### config.mk
export PLATFORM = sky130hd
export DESIGN_NAME = hack_clock_gen
export DESIGN_NICKNAME = d
export VERILOG_FILES = /design/src/rtl/hack_clock_gen.sv
export SDC_FILE = /design/constraint.sdc
export NUM_CORES = 1
export LEC_CHECK = 0
export CAP_MARGIN = 15
export CORE_MARGIN = 1
export CORE_UTILIZATION = 50
export DETAILED_ROUTE_END_ITERATION = 10
export DONT_BUFFER_PORTS = 1
export GPL_ROUTABILITY_DRIVEN = 0
export HOLD_SLACK_MARGIN = 0.03
export PLACE_DENSITY = 0.68
export REMOVE_ABC_BUFFERS = 1
export SYNTH_ARGS = -nofsm -noshare
export SYNTH_HDL_FRONTEND = slang
export SYNTH_SLANG_ARGS = --single-unit
### constraint.sdc
create_clock -name clk -period 2 [get_ports clk]
set_clock_uncertainty 0.05 [all_clocks]
set_input_delay 0.4 -clock clk [delete_from_list [all_inputs] [get_ports clk]]
set_output_delay 0.4 -clock clk [all_outputs]
set_load 0.01 [all_outputs]
### src/rtl/hack_clock_gen.sv
// hack_clock_gen: programmable hack_clk generator with edge strobes,
// glitch-free divisor reload, run/stop and single-step control.
module hack_clock_gen #(
    parameter int CNT_WIDTH    = 6,
    parameter int DEFAULT_HALF = 30,
    parameter int CYCLE_WIDTH  = 32
) (
    input  logic                   clk,
    input  logic                   reset,
    input  logic [CNT_WIDTH-1:0]   half_period,
    input  logic                   load,
    input  logic                   run,
    input  logic                   step_req,
    output logic                   hack_clk,
    output logic                   rise_strobe,
    output logic                   fall_strobe,
    output logic                   busy,
    output logic [CYCLE_WIDTH-1:0] cycle_count
);

    typedef enum logic [1:0] {
        IDLE,
        RUN,
        STEP,
        STOPPING
    } state_t;

    state_t               state;
    state_t               state_nx;
    logic [CNT_WIDTH-1:0] cnt;
    logic [CNT_WIDTH-1:0] cnt_nx;
    logic [CNT_WIDTH-1:0] active_half;
    logic [CNT_WIDTH-1:0] pending_half;
    logic                 pending_valid;
    logic                 halt_low;
    logic                 toggle;
    logic                 apply_pending;

    // dropping run while low leaves at once without finishing the phase
    assign halt_low = (state == RUN) && !run && !hack_clk;
    assign toggle   = (state != IDLE) && !halt_low
                      && (cnt == active_half);
    assign apply_pending = pending_valid
                           && (toggle || state == IDLE);
    assign busy = (state == STEP) || (state == STOPPING);

    // next-state and phase counter
    always_comb begin
        state_nx = state;
        cnt_nx   = cnt;
        unique case (state)
            IDLE: begin
                cnt_nx = '0;
                if (run)
                    state_nx = RUN;
                else if (step_req)
                    state_nx = STEP;
            end
            RUN: begin
                if (halt_low) begin
                    state_nx = IDLE;
                    cnt_nx   = '0;
                end else begin
                    cnt_nx = toggle ? '0 : cnt + CNT_WIDTH'(1);
                    if (!run)
                        state_nx = toggle ? IDLE : STOPPING;
                end
            end
            STOPPING: begin
                cnt_nx = toggle ? '0 : cnt + CNT_WIDTH'(1);
                if (toggle)
                    state_nx = IDLE;
            end
            STEP: begin
                cnt_nx = toggle ? '0 : cnt + CNT_WIDTH'(1);
                if (toggle && hack_clk)
                    state_nx = IDLE;
            end
            default: begin
                state_nx = IDLE;
                cnt_nx   = '0;
            end
        endcase
    end

    // state and counter registers
    always_ff @(posedge clk or posedge reset) begin
        if (reset) begin
            state <= IDLE;
            cnt   <= '0;
        end else begin
            state <= state_nx;
            cnt   <= cnt_nx;
        end
    end

    // generated clock, edge strobes and rise counter
    always_ff @(posedge clk or posedge reset) begin
        if (reset) begin
            hack_clk    <= 1'b0;
            rise_strobe <= 1'b0;
            fall_strobe <= 1'b0;
            cycle_count <= '0;
        end else begin
            rise_strobe <= toggle && !hack_clk;
            fall_strobe <= toggle && hack_clk;
            if (toggle)
                hack_clk <= !hack_clk;
            if (toggle && !hack_clk)
                cycle_count <= cycle_count + CYCLE_WIDTH'(1);
        end
    end

    // divisor only changes at phase boundaries or while idle
    always_ff @(posedge clk or posedge reset) begin
        if (reset) begin
            active_half   <= CNT_WIDTH'(DEFAULT_HALF);
            pending_half  <= '0;
            pending_valid <= 1'b0;
        end else if (toggle && load) begin
            active_half   <= half_period;
            pending_valid <= 1'b0;
        end else begin
            if (apply_pending)
                active_half <= pending_half;
            if (load) begin
                pending_half  <= half_period;
                pending_valid <= 1'b1;
            end else if (apply_pending) begin
                pending_valid <= 1'b0;
            end
        end
    end

endmodule

# Word level (Yosys, flattened, before mapping)
# Cells that the tools add are included.
# W data, S select, Z words.
[op_classes] n_addsub=2 n_eq_ne=8 mux=16 bitwise=1 reduce_logical=20
[ops] op="$add A32 B1 Y32 const B" count=1
[ops] op="$mux W6" count=4
[ops] op="$pmux W6 S3" count=1
[ops] op="$mux W2" count=7
[ops] op="$logic_and A1 B1 Y1" count=8
[ops] op="$pmux W2 S4" count=1
[ops] op="$add A6 B1 Y6 const B" count=1
[ops] op="$eq A6 B6 Y1" count=1
[ops] op="$ne A3 B3 Y1 const B" count=2
[ops] op="$eq A2 B2 Y1 const B" count=2
[ops] op="$reduce_and A4 Y1" count=1
[ops] op="$reduce_bool A2 Y1" count=2
[ops] op="$logic_not A1 Y1" count=3
[ops] op="$mux W1" count=3
[ops] op="$reduce_bool A3 Y1" count=1
[ops] op="$eq A2 B1 Y1 const B" count=1
[ops] op="$logic_not A2 Y1" count=1
[ops] op="$logic_or A1 B1 Y1" count=2
[ops] op="$ne A2 B1 Y1 const B" count=1
[ops] op="$ne A2 B2 Y1 const B" count=1
[ops] op="$reduce_and A2 Y1" count=1
[ops] op="$reduce_or A2 Y1" count=1
[ops] op="$not A1 Y1" count=1
[totals] register_bits=56 in_bits=11 output_inout_bits=36 word_cells=56

# Logic depth before layout (Yosys ltp)
# Gate-level depths: netlist of run 1.
[logic_depth] depth_word=11 ltp_mapped=7 mapped_depth_nobuf=5

# Least setup slack after synthesis of run 1
# No wires, ideal clock.
[synth_timing] path_type="reg-to-reg" start="reg active_half[1]" end="reg pending_half[0]" setup_ns=0.125 arrival_time_ns=1.688 t_required_ns=1.825 path_slack_ns=0.138 stages_incl_launch_ff=6 path_buffers=0 synth_period_minus_slack_ns=1.862 path_cell_list="dfstp_2 > xnor2_1 > and4_2 > nand2_2 > o21ai_2 > mux2_2"
[synth_via] elab_chain_cells=5
[synth_lines] element="from (decl)" line_no="32" text="logic [CNT_WIDTH-1:0] active_half;"
[synth_lines] element="from (signal assigned)" line_no="117" text="active_half <= CNT_WIDTH'(DEFAULT_HALF);"
[synth_lines] element="from (signal assigned)" line_no="121" text="active_half <= half_period;"
[synth_lines] element="from (signal assigned)" line_no="125" text="active_half <= pending_half;"
[synth_lines] element="$eq A6 B6 Y1" line_no="42" text="&& (cnt == active_half);"
[synth_lines] element="$logic_and A1 B1 Y1" line_no="42"
[synth_lines] element="$logic_and A1 B1 Y1" line_no="120" text="end else if (toggle && load) begin"
[synth_lines] element="$not A1 Y1 (no source line)"
[synth_lines] element="$reduce_and A2 Y1 (no source line)"
[synth_lines] element="to (signal assigned)" line_no="127" text="pending_half <= half_period;"
[synth_lines] element="to (decl)" line_no="33" text="logic [CNT_WIDTH-1:0] pending_half;"
# Every way passes these cells.
# A chain may end at the register's enable or synchronous reset.

# Worst setup path after layout of run 1
[layout_timing] start="reg active_half[4]" end="reg cycle_count[31]"
[layout_via] elab_chain_cells=3
[layout_lines] element="$eq A6 B6 Y1" line_no="42"
[layout_lines] element="$logic_and A1 B1 Y1" line_no="42"
[layout_lines] element="$logic_and A1 B1 Y1" line_no="109" text="if (toggle && !hack_clk)"
[layout_lines] element="to (signal assigned)" line_no="110" text="cycle_count <= cycle_count + CYCLE_WIDTH'(1);"
[layout_lines] element="to (decl)" line_no="18" text="output logic [CYCLE_WIDTH-1:0] cycle_count"
# Every way passes these cells.

==> results.yml, run 1 <==
finish:
  drive_gt1_share_pct: 21.9
  finalNetCount: 286
  antenna_cells_inserted: 0
  register_area_um2: 1410
  fillers: 442
  syn_to_final_growth_pct: 13.5
  multi_input_area_um2: 1300
critical_path:
  cp_slowest_cell: "dfstp_2"
  critPathKind: "reg2reg"
  crit_chain: "xnor2_1, and4_4, nand4_2, nor4_2, xor2_1"
  timing.rr.start: "active_half[4]$_DFFE_PP1P_"
  cp-endpoint: "cycle_count[31]$_DFFE_PP0P_"
  cp-startpoint: "active_half[4]$_DFFE_PP1P_"
  critPathMaxFanout: 7
  cp_slowest_stage_delay_ns: 0.56
  crit_path_end_kind: "flip-flop"
  worstPathArrival_ns: 2.08
  required_ns: 2.19
  r2r_setup_slack_ns: 0.12
  r2r_end: "cycle_count[31]$_DFFE_PP0P_"
  startpoint_type: "flip-flop"
  r2r_cells: 5
hold_path:
  hold_class: "in2reg"
routing:
  routedWlPerCell_um: 15.0
  antenna_left: 0
  drtPass1Iterations: 4
  vias_per_cell: 5.44
  via_count: 1871
  drcViolationCount: 0
  drt-total-wl_mm: 5.16
  drt_iter0_drc: 97
sta:
  final_hold_viol_count: 0
  maxSlewViolCount: 0
  period_needed_ns: 1.88
  rsz0062_at_grt: "yes"
  max_freq_mhz: 531
  setup_viol: 0
  tightest_slew_ns: 0.621
  hold_slack_ns: 0.163
  fin_crit_sh_pct: 94.2
  timing.slew.headroom_pct: 58.2
die:
  core_area_um2: 5200
  pin_count: 47
  die-width_um: 76.3
  dieArea_um2: 5820
  die_h_um: 76.3
  fp-row-count: 26
  initial_core_util_pct: 53.0
power:
  powerDensity_nw_per_um2: 1000
  total_power_mw: 3.15
  power_leakage_nw: 1.45
  ir_worst_vdd_mv: 0.541
global_route:
  grt_max_degree: 39
  grt_first_pass_wirelength_mm: 9.05
  globalRoute.totalOverflow: 0
  grt_pass1_vias: 1901
  antenna_found_initial: 0
  grt_use_total_pct: 19.4
logic_synthesis:
  ys_warn_count: 0
  synthCells: 252
  synth_area_leaders: "dfrtp_1 (47%), xor2_1 (7.9%), xnor2_1 (5.1%)"
  synth.top_cell.area_share_pct: 47.2
  synth_edf_count: 0
  yosysSeqAreaShare_pct: 51.0
  synth_area_per_cell_um2: 10.9
  synth.largest_area_cell: "dfrtp_1"
  synth_cell_type_count: 44
  ys_async_sr_fraction_pct: 100
  synth_seq_cells: 56
  synth_flop_cell: "dfrtp_1"
  syn_area_um2: 2760
  synth_common_cells: "dfrtp_1 (52), xor2_1 (25), nor2_1 (22)"
  synth_most_common_cell: "dfrtp_1"
cts:
  cts_tree: "built"
  clkTransAtPathRegs_ns: 0.10
  clock_path_buffers: 2
  cts_root_buf: "clkbuf_8"
  cts_buffers: 5
  numClockSinks: 56
  htreeDepth: 2
  clk_latency_ns: 0.31
place:
  io_buffer_count: 0
  dpl.hpwl_mm: 3.74
job:
  maxCapViolCount: 0
outcome:
  outcome: "finished clean"
layout by cell type, fill, tap and decap left out, drive strengths merged, types with 3 or more instances in the layout:
cell type,instances
dfrtp,52
xor2,25
nor2,23
nor3,19
buf,18
xnor2,16
inv,16
nand2,15
nand4,11
nand3,9
mux2,7
o21ai,7
o221a,6
clkbuf,6
mux2i,5
nor4,4
dfstp,4
or2,4
and4,4
and2,3
worst max-delay path, delay by kind of cell, from the launching register on:
kind / cells / cell delay (ns)
xor+xnor: 2 / 0.33
flops: 1 / 0.56
simple gates: 3 / 0.89
where the power goes:
group	switching, mW	internal, mW	leakage [nW]	total (mW)
registers	0.218	1.33	0.708	1.55
clock network	0.351	0.372	0.0552	0.723
logic	0.446	0.427	0.683	0.873
worst min path at each step:
stage / cells past startpoint / to / startpoint
finish: 1 / state[1]$_DFFE_PP0P_ / run
global route: 1 / state[1]$_DFFE_PP0P_ / run
CTS: 1 / state[1]$_DFFE_PP0P_ / run
detailed placement: 1 / cycle_count[7]$_DFFE_PP0P_ / reset
global placement: 1 / cycle_count[8]$_DFFE_PP0P_ / reset
floorplan: 1 / pending_half[5]$_DFFE_PP0P_ / pending_half[5]$_DFFE_PP0P_
metrics by stage:
stage	instance area (um2)	setup slack (ns)	utilization (%)	cells	TNS, ns
3_3_place_gp	2960	0.0498	56.9	332	0
2_1_floorplan	2740	0.138	-	247	0
5_1_grt	3130	-0.0103	60.1	344	-0.0103
6_report	3130	0.116	60.1	344	0
3_5_place_dp	2960	-0.00623	56.9	332	-0.00724
4_1_cts	3090	0.0335	59.3	341	0
routing by layer:
metal  part of all wire (%)  up-vias  track usage [%]
li1                       -      911                -
met1                     45      915             24.8
met2                     49       36             31.7
met3                    4.3        9             5.15
met4                    1.6        0             6.92
met5                      0        -                0
cell type report:
type,instances,area share [%]
clock buffers,6,2.32
flip-flops and latches,56,44.9
well taps,70,2.80
clock inverters,2,1.12
repair buffers,19,5.44
multi-input cells,175,41.5
inverters,16,1.92
what timing repair did:
action	in CTS	in global routing
gates resized for setup	1	5
hold endpoints to repair	18	0
buffers inserted	0	3
hold buffers	1	0
setup endpoints to repair	6	9
pin swaps	0	2
sequential cells by signal (all words and copies together), names as in the netlist:
signal,cells
pending_valid,1
pending_half,6
hack_clk,1
cnt,6
cycle_count,32
active_half,6
state,2
rise_strobe,1
fall_strobe,1
cells by family (layout without fill, tap and decap cells):
kind of cell	after synthesis	after routing	synth area share, %
AOI/OAI and AO/OA	22	22	6.44
xor gates and xnor gates	41	41	13.0
adders and majority gates	2	2	0.907
buffers and inverters	21	43	2.99
DFF	56	56	51.0
muxes	12	12	4.67
and+or+nand+nor	98	98	21.0
Power figures use the tool's default switching activity.
==> run 2: changes to the inputs <==
SETUP_SLACK_MARGIN = 0.05   (was default)
==> run 2 against run 1 <==
- sequential cell count did not move
- core utilization rose by 1.0 points
- non-clock buffer count did not move
- via count rose by 1.1%
- sequential share of layout area fell by 0.76 points
- worst hold slack got worse by 0.00062 ns
- count of clock-buffer cells in the layout did not move
- first-iteration DRC count rose by 6.2%
- total power rose by 3.7%
- combinational power rose by 11%
- cell count did not move
- sequential power barely moved
==> results.yml, run 2 (same netlist as run 1, synthesis figures left out) <==
outcome:
  outcome: "finished clean"
routing:
  vias_per_cell: 5.50
  antenna_left: 0
  drt_iter0_drc: 103
  routedWlPerCell_um: 15.5
  drcViolationCount: 0
  via_count: 1892
  drtPass1Iterations: 4
  drt-total-wl_mm: 5.32
cts:
  clkTransAtPathRegs_ns: 0.10
  cts_root_buf: "clkbuf_8"
  numClockSinks: 56
  cts_buffers: 5
  clock_path_buffers: 2
  htreeDepth: 2
  cts_tree: "built"
  clk_latency_ns: 0.31
die:
  die-width_um: 76.3
  core_area_um2: 5200
  pin_count: 47
  initial_core_util_pct: 53.0
  fp-row-count: 26
  dieArea_um2: 5820
  die_h_um: 76.3
critical_path:
  critPathKind: "reg2reg"
  startpoint_type: "flip-flop"
  critPathMaxFanout: 7
  cp_slowest_cell: "dfstp_2"
  required_ns: 2.19
  cp_num_buf_inv: 0
  path_delay_family: "simple AND/OR/NAND/NOR gates"
  crit_path_end_kind: "flip-flop"
  worstPathArrival_ns: 2.09
  crit_chain: "xnor2_2, and4_4, nand4_2, nor4_2, xor2_1"
  r2r_setup_slack_ns: 0.10
  r2r_cells: 5
  timing.rr.start: "active_half[3]$_DFFE_PP1P_"
  cp_slowest_stage_delay_ns: 0.57
  r2r_end: "cycle_count[31]$_DFFE_PP0P_"
global_route:
  grt_max_degree: 39
  globalRoute.totalOverflow: 0
  grt_pass1_vias: 1901
  grt_first_pass_wirelength_mm: 9.05
  grt_use_total_pct: 19.4
  antenna_found_initial: 0
power:
  ir_worst_vdd_mv: 0.640
  power_leakage_nw: 1.47
  total_power_mw: 3.26
  powerDensity_nw_per_um2: 1020
finish:
  final_cells: 344
  final_cell_mix: "dfrtp_1 (52), xor2_1 (25), nor2_1 (22), inv_1 (15), buf_4 (15)"
  final_common_cell: "dfrtp_1"
  largest_reg_flops: 32
  antenna_cells_inserted: 0
  finalNetCount: 286
  drive_gt1_share_pct: 24.5
  syn_to_final_growth_pct: 15.4
  regMostFlops: "cycle_count"
place:
  place_ws_ns: -0.00623
  io_buffer_count: 0
  dpl.hpwl_mm: 3.74
  dp.cells: 332
job:
  maxCapViolCount: 0
hold_path:
  hold_class: "in2reg"
  holdPathStages: 1
  hp-start: "run"
  min_to: "state[1]$_DFFE_PP0P_"
sta:
  hold_slack_ns: 0.162
  timing.final.ws_setup_ns: 0.103
  tightest_slew_ns: 0.658
  timing.slew.headroom_pct: 55.7
  fin_crit_sh_pct: 94.8
  period_needed_ns: 1.90
  max_freq_mhz: 527
  rsz0062_at_grt: "yes"
  setup_viol: 0
  maxSlewViolCount: 0
  final_hold_viol_count: 0
run 2: metrics by stage:
| stage | TNS, ns | area [um2] | utilization, % |
|---|---|---|---|
| final | 0 | 3180 | 61.2 |
| after global routing | 0 | 3180 | 61.2 |
| after CTS | 0 | 3090 | 59.3 |
| after detailed placement | -0.00724 | 2960 | 56.9 |
| after global placement | 0 | 2960 | 56.9 |
| after floorplan | 0 | 2740 | - |
run 2: power breakdown:
group / total (mW) / internal, mW / switching [mW]
Clock: 0.725 / 0.372 / 0.353
Sequential: 1.57 / 1.33 / 0.238
Combinational: 0.967 / 0.472 / 0.495
Total: 3.26 / 2.17 / 1.09
run 2: per-layer routing:
metal,vias to the layer above,track usage (%),wire length [um]
met3,9,5.15,255
li1,910,-,-
met4,0,6.92,89
met2,45,31.7,2630
met1,928,24.8,2340
met5,-,0,0
run 2: area by class of cell:
type / instances / area, um2
clock inverter: 2 / 35.0
sequential: 56 / 1410
timing repair buffer: 19 / 174
clock buffer: 6 / 72.6
inverter: 16 / 60.1
tap: 70 / 87.6
multi-input combinational: 175 / 1350
fill: 432 / 2020
run 2: how the worst max path moves through the flow:
stage                                     startpoint                     endpoint  slack [ns]  cells after the start
final                     active_half[3]$_DFFE_PP1P_  cycle_count[31]$_DFFE_PP0P_        0.10                      5
after global routing      active_half[4]$_DFFE_PP1P_  cycle_count[31]$_DFFE_PP0P_        0.01                      5
after CTS                 active_half[4]$_DFFE_PP1P_  cycle_count[29]$_DFFE_PP0P_        0.03                      5
after detailed placement  active_half[4]$_DFFE_PP1P_  pending_half[0]$_DFFE_PP0P_      -0.006                      5
after global placement    active_half[3]$_DFFE_PP1P_  pending_half[5]$_DFFE_PP0P_        0.05                      5
after floorplan           active_half[1]$_DFFE_PP1P_  pending_half[0]$_DFFE_PP0P_        0.14                      5
run 2: repair_timing:
action,CTS,global route
resized for setup,1,14
pin swaps,0,4
setup buffers,0,3
hold endpoints to repair,18,0
hold buffers,1,0
endpoints found under the setup margin,8,26
==> run 3: changes to the inputs <==
ABC_AREA = 1   (was default)
GPL_TIMING_DRIVEN = 0   (was default)
SKIP_LAST_GASP = 1   (was default)
==> run 3 against run 2 <==
- the flow now finishes with violations (design-rule violations)
- synthesized cell count is 93% higher
- global-route usage is 5.4 points higher
- worst hold slack worse by 0.019 ns
- via count is 64% higher
- non-clock buffer count stayed put
- largest power group unchanged
- sequential share of layout area is 7.2 points lower
- area after synthesis is 22% higher
- combinational power is 93% higher
- critical path depth is 5 higher
- critical path type unchanged
- first-iteration DRC count is 98% higher
==> results.yml, run 3 <==
sta:
  maxSlewViolCount: 0
  tightest_slew_ns: 0.629
  setup_viol: 0
  fin_crit_sh_pct: 91.6
  timing.slew.headroom_pct: 58.0
  final_hold_viol_count: 0
  timing.final.ws_setup_ns: 0.167
  period_needed_ns: 1.83
  hold_slack_ns: 0.143
  rsz0062_at_grt: "no"
  max_freq_mhz: 546
power:
  powerDensity_nw_per_um2: 1170
  total_power_mw: 4.48
  power_leakage_nw: 1.83
  ir_worst_vdd_mv: 0.635
logic_synthesis:
  synth_area_per_cell_um2: 6.92
  synth_most_common_cell: "nand2_1"
  synth_common_cells: "nand2_1 (211), dfrtp_1 (52), nor2_1 (50)"
  yosysSeqAreaShare_pct: 41.8
  syn_area_um2: 3360
  synth_flop_cell: "dfrtp_1"
  ys_async_sr_fraction_pct: 100
  synth.largest_area_cell: "dfrtp_1"
  synth_cell_type_count: 28
  synth_area_leaders: "dfrtp_1 (39%), nand2_1 (24%), nor2_1 (5.6%)"
  synth_seq_cells: 56
  synthCells: 486
  ys_warn_count: 0
  synth.top_cell.area_share_pct: 38.7
  synth_edf_count: 0
global_route:
  grt_use_total_pct: 24.9
  grt_first_pass_wirelength_mm: 13.8
  grt_max_degree: 30
  antenna_found_initial: 0
  globalRoute.totalOverflow: 0
  grt_pass1_vias: 3001
finish:
  antenna_cells_inserted: 0
  final_area_um2: 3820
  final_common_cell: "nand2_1"
  regMostFlops: "cycle_count"
  drive_gt1_share_pct: 11.8
  final_core_util_pct: 59.5
  largest_reg_flops: 32
  final_cell_mix: "nand2_1 (209), dfrtp_1 (49), inv_1 (46), nor2_1 (45), o21ai_0 (23)"
  finalNetCount: 519
  syn_to_final_growth_pct: 13.6
hold_path:
  hp-start: "half_period[1]"
  hold_class: "in2reg"
  holdPathStages: 2
  min_to: "pending_half[1]$_DFFE_PP0P_"
critical_path:
  required_ns: 2.19
  timing.rr.start: "active_half[3]$_DFFE_PP1P_"
  startpoint_type: "flip-flop"
  r2r_end: "cycle_count[8]$_DFFE_PP0P_"
  r2r_cells: 10
  critPathKind: "reg2reg"
  crit_path_end_kind: "flip-flop"
  worstPathArrival_ns: 2.03
  critPathMaxFanout: 6
  r2r_setup_slack_ns: 0.17
routing:
  drtPass1Iterations: 7
  drt-total-wl_mm: 8.55
  drcViolationCount: 4
  vias_per_cell: 5.33
  antenna_left: 0
  drt_iter0_drc: 204
  routedWlPerCell_um: 14.6
  via_count: 3111
cts:
  clock_path_buffers: 2
  cts_buffers: 5
  clk_latency_ns: 0.32
  htreeDepth: 2
  cts_root_buf: "clkbuf_8"
  clkTransAtPathRegs_ns: 0.11
  numClockSinks: 56
  cts_tree: "built"
die:
  die-width_um: 84.0
  pin_count: 47
  die_h_um: 84.0
  core_area_um2: 6420
  initial_core_util_pct: 52.4
  fp-row-count: 29
  dieArea_um2: 7060
place:
  dpl_cell_area_um2: 3420
  place_ws_ns: -0.689
  io_buffer_count: 0
  dpl.hpwl_mm: 5.78
outcome:
  violations: "design-rule violations"
  outcome: "finished, violations left"
job:
  maxCapViolCount: 0
-- run 3: cell count changes in the layout (fill, tap and decap cells not counted), moves of 4 or more --
| cell | before | now |
|---|---|---|
| nor4_2 | 4 | 0 |
| mux2_2 | 7 | 0 |
| o21ai_0 | 6 | 23 |
| xor2_1 | 25 | 17 |
| nand2_1 | 13 | 209 |
| inv_1 | 15 | 46 |
| o221a_1 | 6 | 0 |
| xnor2_1 | 12 | 4 |
| nor2_1 | 22 | 45 |
| xnor2_2 | 4 | 0 |
| nor2_4 | 1 | 7 |
| mux2i_1 | 5 | 0 |
| nand3_1 | 9 | 21 |
| nor2_2 | 0 | 5 |
-- run 3: logic make-up after synthesis --
family                   after synthesis  synth area share (%)
AO/OA/AOI/OAI                         31                  5.17
flip-flops                            56                  41.8
adder cells (fa/ha/maj)                2                 0.744
XOR/XNOR                              21                  5.47
buffers and inverters                 58                  7.25
AND/OR/NAND/NOR                      318                  39.6
-- run 3: worst max path at each step --
stage                                from                     endpoint  depth (start not counted)
2_1_floorplan  active_half[1]$_DFFE_PP1P_  cycle_count[15]$_DFFE_PP0P_                          9
3_3_place_gp         hack_clk$_DFFE_PP0P_  cycle_count[15]$_DFFE_PP0P_                          7
3_5_place_dp   active_half[1]$_DFFE_PP1P_  cycle_count[15]$_DFFE_PP0P_                          9
4_1_cts        cycle_count[0]$_DFFE_PP0P_  cycle_count[24]$_DFFE_PP0P_                          8
5_1_grt        cycle_count[0]$_DFFE_PP0P_  cycle_count[28]$_DFFE_PP0P_                          9
6_report       active_half[3]$_DFFE_PP1P_   cycle_count[8]$_DFFE_PP0P_                         10
-- run 3: power breakdown --
part | leakage, nW | total [mW] | switching (mW) | internal, mW
registers | 0.713 | 1.96 | 0.469 | 1.49
clock network | 0.0485 | 0.653 | 0.400 | 0.252
logic | 1.07 | 1.87 | 1.16 | 0.710
-- run 3: through the flow --
| stage | TNS [ns] | cells |
|---|---|---|
| 2_1_floorplan | -2.13 | 477 |
| 3_3_place_gp | -39.43 | 554 |
| 3_5_place_dp | -16.44 | 555 |
| 4_1_cts | -0.00721 | 572 |
| 5_1_grt | 0 | 584 |
| 6_report | 0 | 584 |
-- run 3: layout make-up --
class,count,area [um2]
repair buffers,19,220
clock buffers,5,68.8
clock inverters,3,22.5
fillers,587,2600
multi-input cells,375,1810
flip-flops and latches,56,1410
inverters,49,186
well taps,77,96.3
-- run 3: layer usage --
metal / vias to the layer above / track usage [%] / part of all wire, %
met5: - / 0 / 0
met4: 0 / 6.43 / 1.4
met3: 10 / 6.13 / 5.9
met2: 96 / 44.3 / 51
met1: 1452 / 29.9 / 41
li1: 1553 / - / -
-- run 3: critical path, cell delays in order, from the launching register on --
cell     delay (ns)
dfstp_2        0.57
inv_1          0.05
nand2_1        0.05
nand2_1        0.09
nor2_4         0.17
nand4_4        0.17
buf_12         0.18
nor2_4         0.11
buf_4          0.18
nand2_1        0.08
o21ai_0        0.08
-- run 3: what timing repair did --
item,4_1_cts,5_1_grt
hold buffers,1,0
buffers inserted,5,11
cloned,3,1
setup endpoints to repair,42,45
hold endpoints to repair,27,0
resized for setup,8,20
pin swaps,5,9
